File: src/rtl/sky130_fd_io__lvclamp_seq_pkg.sv
// Shared definitions for the low-voltage ESD clamp power-up sequencer.
//   - FSM state codes and the state enum (3 bits, also exported on seq_state)
//   - helpers for NSEG range checking and segment-index width
package sky130_fd_io__lvclamp_seq_pkg;

  localparam logic [2:0] SC_IDLE     = 3'd0;
  localparam logic [2:0] SC_DEBOUNCE = 3'd1;
  localparam logic [2:0] SC_RELEASE  = 3'd2;
  localparam logic [2:0] SC_RUN      = 3'd3;
  localparam logic [2:0] SC_FORCE    = 3'd4;

  typedef enum logic [2:0] {
    S_IDLE     = SC_IDLE,
    S_DEBOUNCE = SC_DEBOUNCE,
    S_RELEASE  = SC_RELEASE,
    S_RUN      = SC_RUN,
    S_FORCE    = SC_FORCE
  } seq_state_e;

  // Supported segment count is 1..16.
  function automatic bit seq_nseg_ok(input int n);
    return (n >= 1) && (n <= 16);
  endfunction

  // Segment index width; a single segment still gets a 1-bit index.
  function automatic int seq_idx_w(input int n);
    return (n <= 1) ? 1 : $clog2(n);
  endfunction

endpackage

File: src/rtl/sky130_fd_io__lvclamp_seq_ctrl_if.sv
// Control/status bundle between the power-detect side and the clamp sequencer.
//   master : driver of supply-good, timing config and force request
//   slave  : the sequencer; returns clamp gate enables, force ack, done, state
interface sky130_fd_io__lvclamp_seq_ctrl_if #(
  parameter int NSEG  = 4,
  parameter int DB_W  = 8,
  parameter int STG_W = 6
);

  logic             pwr_good;
  logic [DB_W-1:0]  db_cycles;
  logic [STG_W-1:0] stg_cycles;
  logic             frc_req;
  logic             frc_ack;
  logic [NSEG-1:0]  clamp_on;
  logic             seq_done;
  logic [2:0]       seq_state;

  modport master (
    output pwr_good, db_cycles, stg_cycles, frc_req,
    input  frc_ack, clamp_on, seq_done, seq_state
  );

  modport slave (
    input  pwr_good, db_cycles, stg_cycles, frc_req,
    output frc_ack, clamp_on, seq_done, seq_state
  );

endinterface

File: src/rtl/sky130_fd_io__lvclamp_seq_dncnt.sv
// Loadable down counter with zero flag.
//   clk, rst_n   : clock, synchronous active-low reset (count -> 0)
//   load_i       : load load_val_i (wins over dec_i)
//   load_val_i   : value to load
//   dec_i        : decrement by one; caller only asserts it while nonzero
//   zero_o       : count is zero
module sky130_fd_io__lvclamp_seq_dncnt #(
  parameter int W = 8
) (
  input  logic         clk,
  input  logic         rst_n,
  input  logic         load_i,
  input  logic [W-1:0] load_val_i,
  input  logic         dec_i,
  output logic         zero_o
);

  logic [W-1:0] cnt_q, cnt_d;

  always_comb begin
    cnt_d = cnt_q;
    if (load_i) begin
      cnt_d = load_val_i;
    end else if (dec_i) begin
      cnt_d = cnt_q - W'(1);
    end
  end

  always_ff @(posedge clk) begin
    if (!rst_n) begin
      cnt_q <= '0;
    end else begin
      cnt_q <= cnt_d;
    end
  end

  assign zero_o = (cnt_q == '0);

endmodule

File: src/rtl/sky130_fd_io__lvclamp_seq_ctrl.sv
// Power-up sequencer for a bank of low-voltage ESD clamp segments.
// Keeps all clamps shunting until pwr_good is debounced, then releases them
// one at a time on a programmable stagger; re-engages all at once on supply
// loss or a force request.
//   clk, rst_n : clock, synchronous active-low reset
//   seq_if     : slave side of the control/status bundle
//
// state    | meaning
// ---------+------------------------------------------------------------
// IDLE     | clamps all on; waiting for pwr_good (force is acked here)
// DEBOUNCE | clamps all on; pwr_good must stay high for db_cycles
// RELEASE  | clearing clamp_on bits in ascending order, stagger apart
// RUN      | all clamps released, seq_done high
// FORCE    | clamps all on because of frc_req, frc_ack high
module sky130_fd_io__lvclamp_seq_ctrl
  import sky130_fd_io__lvclamp_seq_pkg::*;
#(
  parameter int NSEG  = 4,
  parameter int DB_W  = 8,
  parameter int STG_W = 6
) (
  input logic clk,
  input logic rst_n,
  sky130_fd_io__lvclamp_seq_ctrl_if.slave seq_if
);

  localparam int IDX_W = seq_idx_w(NSEG);

  if (!seq_nseg_ok(NSEG)) begin : g_nseg_range
    $error("NSEG must be in 1..16");
  end

  seq_state_e       state_q, state_d;
  logic [NSEG-1:0]  clamp_on_q, clamp_on_d;
  logic             seq_done_q, seq_done_d;
  logic             frc_ack_q, frc_ack_d;
  logic [IDX_W-1:0] idx_q, idx_d;

  logic             db_load, db_dec, db_zero;
  logic [DB_W-1:0]  db_load_val;
  logic             stg_load, stg_dec, stg_zero;
  logic [STG_W-1:0] stg_load_val;
  logic             arm_go;
  logic             rel_enter;
  logic             rel_clear;

  // The debounce counter holds db_cycles-1 so that RELEASE is entered
  // exactly db_cycles cycles after DEBOUNCE; db_cycles=0 bypasses it.
  sky130_fd_io__lvclamp_seq_dncnt #(.W(DB_W)) u_db_cnt (
    .clk        (clk),
    .rst_n      (rst_n),
    .load_i     (db_load),
    .load_val_i (db_load_val),
    .dec_i      (db_dec),
    .zero_o     (db_zero)
  );

  sky130_fd_io__lvclamp_seq_dncnt #(.W(STG_W)) u_stg_cnt (
    .clk        (clk),
    .rst_n      (rst_n),
    .load_i     (stg_load),
    .load_val_i (stg_load_val),
    .dec_i      (stg_dec),
    .zero_o     (stg_zero)
  );

  // State and registered outputs
  always_ff @(posedge clk) begin
    if (!rst_n) begin
      state_q    <= S_IDLE;
      clamp_on_q <= '1;
      seq_done_q <= 1'b0;
      frc_ack_q  <= 1'b0;
      idx_q      <= '0;
    end else begin
      state_q    <= state_d;
      clamp_on_q <= clamp_on_d;
      seq_done_q <= seq_done_d;
      frc_ack_q  <= frc_ack_d;
      idx_q      <= idx_d;
    end
  end

  // Next state and counter control. Supply loss is checked first in every
  // active state so it beats both force and counter expiry.
  always_comb begin
    state_d      = state_q;
    idx_d        = idx_q;
    db_load      = 1'b0;
    db_dec       = 1'b0;
    db_load_val  = seq_if.db_cycles - DB_W'(1);
    stg_load     = 1'b0;
    stg_dec      = 1'b0;
    stg_load_val = '0;
    arm_go       = 1'b0;
    rel_enter    = 1'b0;
    rel_clear    = 1'b0;

    unique case (state_q)
      S_IDLE: begin
        if (seq_if.pwr_good && !seq_if.frc_req) begin
          arm_go = 1'b1;
        end
      end
      S_DEBOUNCE: begin
        if (!seq_if.pwr_good) begin
          state_d = S_IDLE;
        end else if (seq_if.frc_req) begin
          state_d = S_FORCE;
        end else if (db_zero) begin
          rel_enter = 1'b1;
        end else begin
          db_dec = 1'b1;
        end
      end
      S_RELEASE: begin
        if (!seq_if.pwr_good) begin
          state_d = S_IDLE;
        end else if (seq_if.frc_req) begin
          state_d = S_FORCE;
        end else if (clamp_on_q == '0) begin
          state_d = S_RUN;
        end else if (stg_zero) begin
          rel_clear    = 1'b1;
          idx_d        = idx_q + IDX_W'(1);
          stg_load     = 1'b1;
          // gap of max(stg_cycles,1): reload with gap-1
          stg_load_val = (seq_if.stg_cycles == '0) ? '0 : seq_if.stg_cycles - STG_W'(1);
        end else begin
          stg_dec = 1'b1;
        end
      end
      S_RUN: begin
        if (!seq_if.pwr_good) begin
          state_d = S_IDLE;
        end else if (seq_if.frc_req) begin
          state_d = S_FORCE;
        end
      end
      S_FORCE: begin
        if (!seq_if.pwr_good) begin
          state_d = S_IDLE;
        end else if (!seq_if.frc_req) begin
          arm_go = 1'b1;
        end
      end
      default: state_d = S_IDLE;
    endcase

    if (arm_go) begin
      if (seq_if.db_cycles == '0) begin
        rel_enter = 1'b1;
      end else begin
        state_d = S_DEBOUNCE;
        db_load = 1'b1;
      end
    end

    // Stagger counter starts at zero so bit 0 clears on the first RELEASE cycle.
    if (rel_enter) begin
      state_d      = S_RELEASE;
      idx_d        = '0;
      stg_load     = 1'b1;
      stg_load_val = '0;
    end
  end

  // Registered-output next values, derived from the state being entered.
  always_comb begin
    clamp_on_d = clamp_on_q;
    seq_done_d = 1'b0;
    frc_ack_d  = 1'b0;

    unique case (state_d)
      S_IDLE: begin
        clamp_on_d = '1;
        frc_ack_d  = seq_if.frc_req;
      end
      S_DEBOUNCE: begin
        clamp_on_d = '1;
      end
      S_RELEASE: begin
        for (int i = 0; i < NSEG; i++) begin
          if (rel_clear && (idx_q == IDX_W'(i))) begin
            clamp_on_d[i] = 1'b0;
          end
        end
      end
      S_RUN: begin
        clamp_on_d = '0;
        seq_done_d = 1'b1;
      end
      S_FORCE: begin
        clamp_on_d = '1;
        frc_ack_d  = 1'b1;
      end
      default: clamp_on_d = '1;
    endcase
  end

  assign seq_if.clamp_on  = clamp_on_q;
  assign seq_if.seq_done  = seq_done_q;
  assign seq_if.frc_ack   = frc_ack_q;
  assign seq_if.seq_state = state_q;

endmodule
File: src/flat_wrapper.sv
// flat-port wrapper written by rule: the top's interface ports become plain ports
module sky130_fd_io__lvclamp_seq_ctrl_flat import sky130_fd_io__lvclamp_seq_pkg::*;
#(
  parameter int NSEG  = 4,
  parameter int DB_W  = 8,
  parameter int STG_W = 6
)
  (clk, rst_n, seq_if_pwr_good, seq_if_db_cycles, seq_if_stg_cycles, seq_if_frc_req, seq_if_frc_ack, seq_if_clamp_on, seq_if_seq_done, seq_if_seq_state);
  sky130_fd_io__lvclamp_seq_ctrl_if #(.NSEG(NSEG), .DB_W(DB_W), .STG_W(STG_W)) seq_if_i ();
  input logic clk;
  input logic rst_n;
  input wire logic [$bits(seq_if_i.pwr_good)-1:0] seq_if_pwr_good;
  input wire logic [$bits(seq_if_i.db_cycles)-1:0] seq_if_db_cycles;
  input wire logic [$bits(seq_if_i.stg_cycles)-1:0] seq_if_stg_cycles;
  input wire logic [$bits(seq_if_i.frc_req)-1:0] seq_if_frc_req;
  output wire logic [$bits(seq_if_i.frc_ack)-1:0] seq_if_frc_ack;
  output wire logic [$bits(seq_if_i.clamp_on)-1:0] seq_if_clamp_on;
  output wire logic [$bits(seq_if_i.seq_done)-1:0] seq_if_seq_done;
  output wire logic [$bits(seq_if_i.seq_state)-1:0] seq_if_seq_state;
  assign seq_if_i.pwr_good = seq_if_pwr_good;
  assign seq_if_i.db_cycles = seq_if_db_cycles;
  assign seq_if_i.stg_cycles = seq_if_stg_cycles;
  assign seq_if_i.frc_req = seq_if_frc_req;
  assign seq_if_frc_ack = seq_if_i.frc_ack;
  assign seq_if_clamp_on = seq_if_i.clamp_on;
  assign seq_if_seq_done = seq_if_i.seq_done;
  assign seq_if_seq_state = seq_if_i.seq_state;
  sky130_fd_io__lvclamp_seq_ctrl #(.NSEG(NSEG), .DB_W(DB_W), .STG_W(STG_W)) u_core (.clk(clk), .rst_n(rst_n), .seq_if(seq_if_i));
endmodule
File: config.mk
export PLATFORM = sky130hd
export DESIGN_NAME = sky130_fd_io__lvclamp_seq_ctrl_flat
export DESIGN_NICKNAME = d
export VERILOG_FILES = /design/src/rtl/sky130_fd_io__lvclamp_seq_pkg.sv /design/src/rtl/sky130_fd_io__lvclamp_seq_ctrl_if.sv /design/src/rtl/sky130_fd_io__lvclamp_seq_dncnt.sv /design/src/rtl/sky130_fd_io__lvclamp_seq_ctrl.sv /design/src/flat_wrapper.sv
export SDC_FILE = /design/constraint.sdc
export NUM_CORES = 1
export LEC_CHECK = 0
export CAP_MARGIN = 20
export CORE_ASPECT_RATIO = 0.5
export CORE_MARGIN = 2
export CORE_UTILIZATION = 42
export DETAILED_ROUTE_END_ITERATION = 7
export GPL_ROUTABILITY_DRIVEN = 0
export HOLD_SLACK_MARGIN = 0.08
export PLACE_DENSITY = 0.66
export SYNTH_ARGS = -nofsm -noshare
export SYNTH_HDL_FRONTEND = slang
export SYNTH_SLANG_ARGS = --single-unit
File: constraint.sdc
create_clock -name clk -period 5.49 [get_ports clk]
set_input_delay 1.098 -clock clk [delete_from_list [all_inputs] [get_ports clk]]
set_output_delay 1.098 -clock clk [all_outputs]
set_load 0.01 [all_outputs]
==> summary.txt, run 1 <==
Run status
  – Outcome: finished, final reports clean

Routing
  – DR vias: 1554
  – First-pass DRT Iterations: 4
  – Total wire length: 3830 um
  – Antenna Nets Post-Route: 0
  – WL/cell: 13.7 um
  – DR DRC count: 0
  – DRT iter0 DRCs: 69
  – Via-per-instance ratio: 5.55

Synthesis
  – Main combinational cell family by area after synthesis: simple AND/OR/NAND/NOR gates
  – Synthesized area: between 1500 and 2000 sq um
  – Simple-Gate Fraction of Synth Area: 26.9%
  – Commonest cells in the netlist: dfxtp_1, nand2_1, a21oi_1
  – Synth top area share: 30.1%
  – Async SR Flop Fraction: 0%
  – Number of flops mapped to enable cells by yosys: 0
  – Complex-gate fraction of the synthesized area: between 20% and 30%
  – Yosys warnings: 0
  – XOR/XNOR Fraction of Synth Area: 3.16%
  – Syn nets: 229
  – Post-Syn Area per Cell: 8.23 sq um
  – Synth area leaders: dfxtp_1, ha_1, nand2_1
  – Post-Synthesis Cells: 202
  – Primary FF master, synth: dfxtp_1
  – Post-synthesis sequential area ratio: 30.1%
  – Post-Synth Adder-Cell Area: 6.78%
  – Mux cell area share after synthesis: under 10%
  – Post-synthesis register bit count: 25
  – Synth area leader: dfxtp_1
  – Distinct cells, synth: 51

Clocking
  – Reg clk slew, reported paths: roughly 0.10 ns
  – Max clock buf depth: 2
  – CTS resizes: 0
  – Clock root cell: clkbuf_8
  – Clock Latency Late Sink: 0.28 ns
  – Clock Sinks: 25
  – CTS tree: done
  – CTS H-tree lvls: 1
  – Post-CTS Setup Inserts: 0
  – CTS Hold Bufs: 0
  – CTS Buf Count: 3

Pwr
  – Worst VDD drop: 0.104 mV
  – Power density cells: between 200 and 250 nW/um^2
  – Overall power: 0.420 mW
  – Sequential Power Share: 47.3%
  – Clock network fraction of total power: around 28%
  – Sw Share: 30.7%
  – Logic pwr share: 24.2%
  – Psw: 0.129 mW
  – Internal Power: a little under 0.3 mW
  – Leakage: 0.750 nW

Timing
  – Worst slew margin: between 50% and 60%
  – Max Fclk: 0.262 GHz
  – Worst Tran Pin Value: roughly 0.67 ns
  – Clock period minus worst slack: 3.82 ns
  – RSZ-0062 raised after global routing: no
  – Endpoints failing hold: 0
  – Fin crit share: 69.6%
  – Final setup TNS: 0 ns
  – Clock Skew: 0.00915 ns
  – Finish-stage setup viols: 0
  – Pins Over Slew Limit: 0

GRT
  – Initial antenna violation count: 0
  – All-Layer GR Usage: 18.0%
  – Remaining Overflow, GRT: 0
  – Largest net degree at the start of global routing: 17
  – Vias in the first global route: 1447
  – Global-route wire length before repair: between 6000 and 7000 um

Worst setup path
  – Data arrival, critical path: 3.98 ns
  – WS Path Type: input port to register
  – Crit Path Max Fanout: 14
  – Setup crit start kind: input port
  – Worst endpoint required time: 5.65 ns
  – Crit end category: register
  – Reg2Reg Setup Slack: 3.07 ns

Floorplanning
  – Core Area: 3840 sq um
  – Io pins: 27
  – Chip width: 93.0 um
  – Die Span Y: 48.5 um
  – Row count: 16
  – Initial Utilization: 43.2%
  – Die area: roughly 4500 sq um

Finish
  – Layout area overhead: 21.2%
  – Antenna diode count: 0
  – Share of post-route cells with drive strength above 1: 7.96%
  – Fin nets: around 250

Job
  – Max cap viols: 0

Hold path
  – Hold crit path type: register to register

Place
  – # port buffers: 26
  – Hpwl dp: 2970 um
per-layer routing:
| layer | GRT usage [%] | wire length [um] |
|---|---|---|
| met4 | 3.19 | 16 |
| met3 | 4.36 | 152 |
| met5 | 0 | 0 |
| met1 | 23.9 | 1850 |
| met2 | 30.4 | 1810 |
final timing paths:
check | startpoint | end | cells after the start
max | seq_if_db_cycles[1] | u_core.u_db_cnt.cnt_q[4] | 10
max reg2reg | u_core.seq_if.seq_state[0] | u_core.u_db_cnt.cnt_q[4] | 10
min | u_core.idx_q[1] | u_core.idx_q[1] | 2
min reg2reg | u_core.idx_q[1] | u_core.idx_q[1] | 2
cell type report:
cell class | instances | area [sq um]
sequential | 25 | 500
fill | 388 | 1830
inverter | 10 | 37.5
multi-input combinational | 160 | 1090
timing repair buffer | 27 | 268
clock inverter | 1 | 8.76
clock buffer | 3 | 41.3
tap | 54 | 67.6
cells in the final DEF, fill, tap and decap left out, types with 3 or more instances in the layout:
cell             instances
ha_1                     9
a21oi_1                 15
o22a_1                   3
nor2_1                  11
clkdlybuf4s50_1         26
xnor2_1                  4
a31o_2                   4
or3_1                    3
nand3_1                  5
nand2b_1                 6
nor3_1                  13
o22ai_1                  4
o21ai_0                 12
clkbuf_8                 3
nand2_1                 25
dfxtp_1                 25
and2_1                   3
and3_1                   4
inv_1                   10
a22oi_1                  3
through the flow:
| stage | util [%] | hold WS [ns] | setup slack, ns | cells | cell area [sq um] |
|---|---|---|---|---|---|
| 3_3_place_gp | 51.1 | 0.477 | 1.47 | 276 | 1960 |
| 3_5_place_dp | 51.1 | 0.501 | 1.39 | 276 | 1960 |
| 5_1_grt | 52.4 | 0.529 | 1.45 | 280 | 2010 |
| 4_1_cts | 52.4 | 0.518 | 1.69 | 280 | 2010 |
| 2_1_floorplan | - | 0.454 | 2.11 | 202 | 1660 |
| 6_report | 52.4 | 0.514 | 1.67 | 280 | 2010 |
cell families after synthesis:
group,after synthesis
simple gates,82
buf+inv,17
xor+xnor,6
compound gates,60
fa+ha+maj,9
flops,25
mux,3
flip-flops by register name (all words and copies together) (netlist names):
name,count
u_core.u_db_cnt.cnt_q,8
u_core.seq_if.seq_done,1
u_core.seq_if.seq_state,3
u_core.u_stg_cnt.cnt_q,6
u_core.idx_q,2
u_core.seq_if.clamp_on,4
u_core.seq_if.frc_ack,1
worst max-delay path: stages:
cell	delay, ns
clkdlybuf4s50_1	0.44
or4_1	0.68
o31ai_4	0.61
mux2i_1	0.26
ha_1	0.29
nand2_1	0.08
nand2_1	0.07
nand2_1	0.06
a221oi_1	0.30
a21oi_1	0.09
power groups by stage:
stage	clock, mW	combinational [mW]	sequential, mW
2_1_floorplan	0	0.0682	0.201
3_3_place_gp	0	0.0998	0.203
3_5_place_dp	0	0.101	0.203
4_1_cts	0.124	0.102	0.199
5_1_grt	0.132	0.113	0.200
6_report	0.119	0.102	0.199
No activity file was read; power rests on OpenSTA's default activity.
==> run 2: changes to the inputs <==
- clock period: 5.49 -> 3.75 ns (I/O delays scaled with it)
==> summary.txt, run 2 (synthesis gave the netlist of run 1 again) <==
Place
  – # port buffers: 26 (unchanged)
  – Pre-CTS WS: 0.370 ns (-1.02 ns)
  – Hpwl dp: 2940 um (-0.75%)

Timing
  – Worst slew margin: 61.8% (+6.8 points)
  – Endpoints failing hold: 0 (unchanged)
  – Finish-stage setup viols: 0 (unchanged)
  – Worst Tran Pin Value: 0.567 ns (-0.108 ns)
  – Final setup TNS: 0 ns (unchanged)
  – Clock Skew: 0.00476 ns (-0.00439 ns)
  – WHS: 0.501 ns (-0.0127 ns)
  – RSZ-0062 raised after global routing: no
  – Max Fclk: 0.321 GHz
  – Fin crit share: 83.1%
  – Setup WS post-layout: 0.635 ns (-1.03 ns)
  – Pins Over Slew Limit: 0 (unchanged)
  – Clock period minus worst slack: 3.12 ns

GRT
  – Remaining Overflow, GRT: 0 (unchanged)
  – Vias in the first global route: 1436 (-0.76%)
  – All-Layer GR Usage: 18.0% (-0.021 points)
  – Global-route wire length before repair: 6550 um (-0.30%)
  – Largest net degree at the start of global routing: 14 (-3)
  – Initial antenna violation count: 0 (unchanged)

Routing
  – Via-per-instance ratio: 5.69 (+2.6%)
  – DR WL met3: 214 um (+41%)
  – Total wire length: 3930 um (+2.7%)
  – WL met1: 1920 um (+3.8%)
  – Met2 WL: 1770 um (-2.0%)
  – Antenna Nets Post-Route: 0 (unchanged)
  – WL/cell: 14.0 um (+2.3%)
  – DR vias: 1600 (+3.0%)
  – DR DRC count: 0 (unchanged)
  – DRT iter0 DRCs: 53 (-23%)
  – First-pass DRT Iterations: 4 (unchanged)
  – Max Used Layer: met4

Worst setup path
  – Slowest stage delay, CP: 0.68 ns (about the same)
  – Data arrival, critical path: 3.28 ns (-0.70 ns)
  – Worst endpoint required time: 3.91 ns (-1.74 ns)
  – Setup crit start kind: input port
  – Critical-path top delay cell: or4_1
  – Critical path buffers and inverters: 2 (+1)
  – Crit path cell chain: clkdlybuf4s50_1 > or4_1 > o31ai_4 > buf_4 > mux2_1 > and3_1 > a221oi_1 > a21oi_1
  – Top Family by Delay on Critical Path: simple AND/OR/NAND/NOR gates
  – Crit end category: register
  – WS Path Type: input port to register
  – Crit Path Max Fanout: 12 (-2)

Finish
  – Most frequent cells in the layout: clkdlybuf4s50_1, nand2_1, dfxtp_1
  – Commonest non-fill, non-tap cell in the layout: clkdlybuf4s50_1
  – Layout area overhead: 21.3%
  – Multi-input gate area: 1090 sq um (unchanged)
  – Reg area: 500 sq um (unchanged)
  – Fin nets: 255 (+0.39%)
  – Antenna diode count: 0 (unchanged)
  – Largest register by flop count: u_core.u_db_cnt.cnt_q
  – Share of post-route cells with drive strength above 1: 7.93% (-0.035 points)
  – Max FFs per register: 8 (unchanged)
  – Final-layout fill cell count: 371 (-4.4%)

Pwr
  – Sw Share: 30.1% (-0.61 points)
  – Clock network fraction of total power: 27.4% (-1.0 points)
  – Internal Power: 0.425 mW (+46%)
  – Leakage: 0.751 nW (+0.14%)
  – Logic pwr share: 24.8% (+0.6 points)
  – Sequential Power Share: 47.8% (+0.5 points)
  – Overall power: 0.608 mW (+45%)
  – Psw: 0.183 mW (+42%)
  – Power density cells: 302 nW/um^2 (+45%)
  – Worst VDD drop: 0.102 mV (-1.8%)

Clocking
  – Max clock buf depth: 2 (unchanged)
  – Clock root cell: clkbuf_8
  – Post-CTS Setup Inserts: 0 (unchanged)
  – CTS Hold Bufs: 0 (unchanged)
  – CTS Buf Count: 3 (unchanged)
  – Reg clk slew, reported paths: 0.09 ns (about the same)
  – CTS tree: done
  – Clock Latency Late Sink: 0.27 ns (about the same)
  – CTS resizes: 0 (unchanged)
  – CTS H-tree lvls: 1 (unchanged)
  – Clock Sinks: 25 (unchanged)

Floorplanning
  – Initial Utilization: 43.2% (unchanged)
  – Core Area: 3840 sq um (unchanged)
  – Die area: 4510 sq um (unchanged)
  – Io pins: 27 (unchanged)
  – Row count: 16 (unchanged)
  – Chip width: 93.0 um (unchanged)
  – Die Span Y: 48.5 um (unchanged)

Job
  – Max cap viols: 0 (unchanged)

Run status
  – Outcome: finished, final reports clean

Hold path
  – Hold crit path type: register to register
## run 2: layer usage
metal,up-vias,global-route usage [%]
li1,799,-
met1,758,24.8
met2,41,28.4
met3,2,4.98
met4,0,3.92
met5,-,0
## run 2: worst paths after layout
| kind | startpoint | to | slack (ns) | cells after the start |
|---|---|---|---|---|
| setup / recovery | seq_if_db_cycles[1] | u_core.u_db_cnt.cnt_q[4] | 0.63 | 8 |
| hold / removal | u_core.u_db_cnt.cnt_q[0] | u_core.u_db_cnt.cnt_q[0] | 0.50 | 2 |
| setup reg to reg | u_core.u_db_cnt.cnt_q[0] | u_core.u_stg_cnt.cnt_q[5] | 1.45 | 6 |
| hold reg to reg | u_core.u_db_cnt.cnt_q[0] | u_core.u_db_cnt.cnt_q[0] | 0.50 | 2 |
## run 2: through the flow
stage	instance area [sq um]	instances	utilization, %
after floorplan	1660	202	-
after global placement	1970	277	51.3
after detailed placement	1970	277	51.3
after CTS	2020	281	52.4
after global routing	2020	281	52.4
final	2020	281	52.4
## run 2: power by group through the flow
stage | combinational [mW] | clock, mW | sequential [mW]
finish | 0.151 | 0.167 | 0.291
global route | 0.165 | 0.181 | 0.292
CTS | 0.149 | 0.172 | 0.290
global placement | 0.147 | 0 | 0.297
detailed placement | 0.149 | 0 | 0.297
floorplan | 0.0999 | 0 | 0.294
## run 2: worst min-delay path, cell delays in order, from the launching register on
cell     delay, ns
dfxtp_1       0.35
nand2_1       0.06
a21oi_1       0.05
## run 2: area by class of cell
type / instances / area share (%)
Clock buffer: 4 / 2.23
Inverter: 10 / 1.86
Multi-Input combinational cell: 160 / 54.1
Sequential cell: 25 / 24.8
Tap cell: 54 / 3.35
Timing Repair Buffer: 28 / 13.7
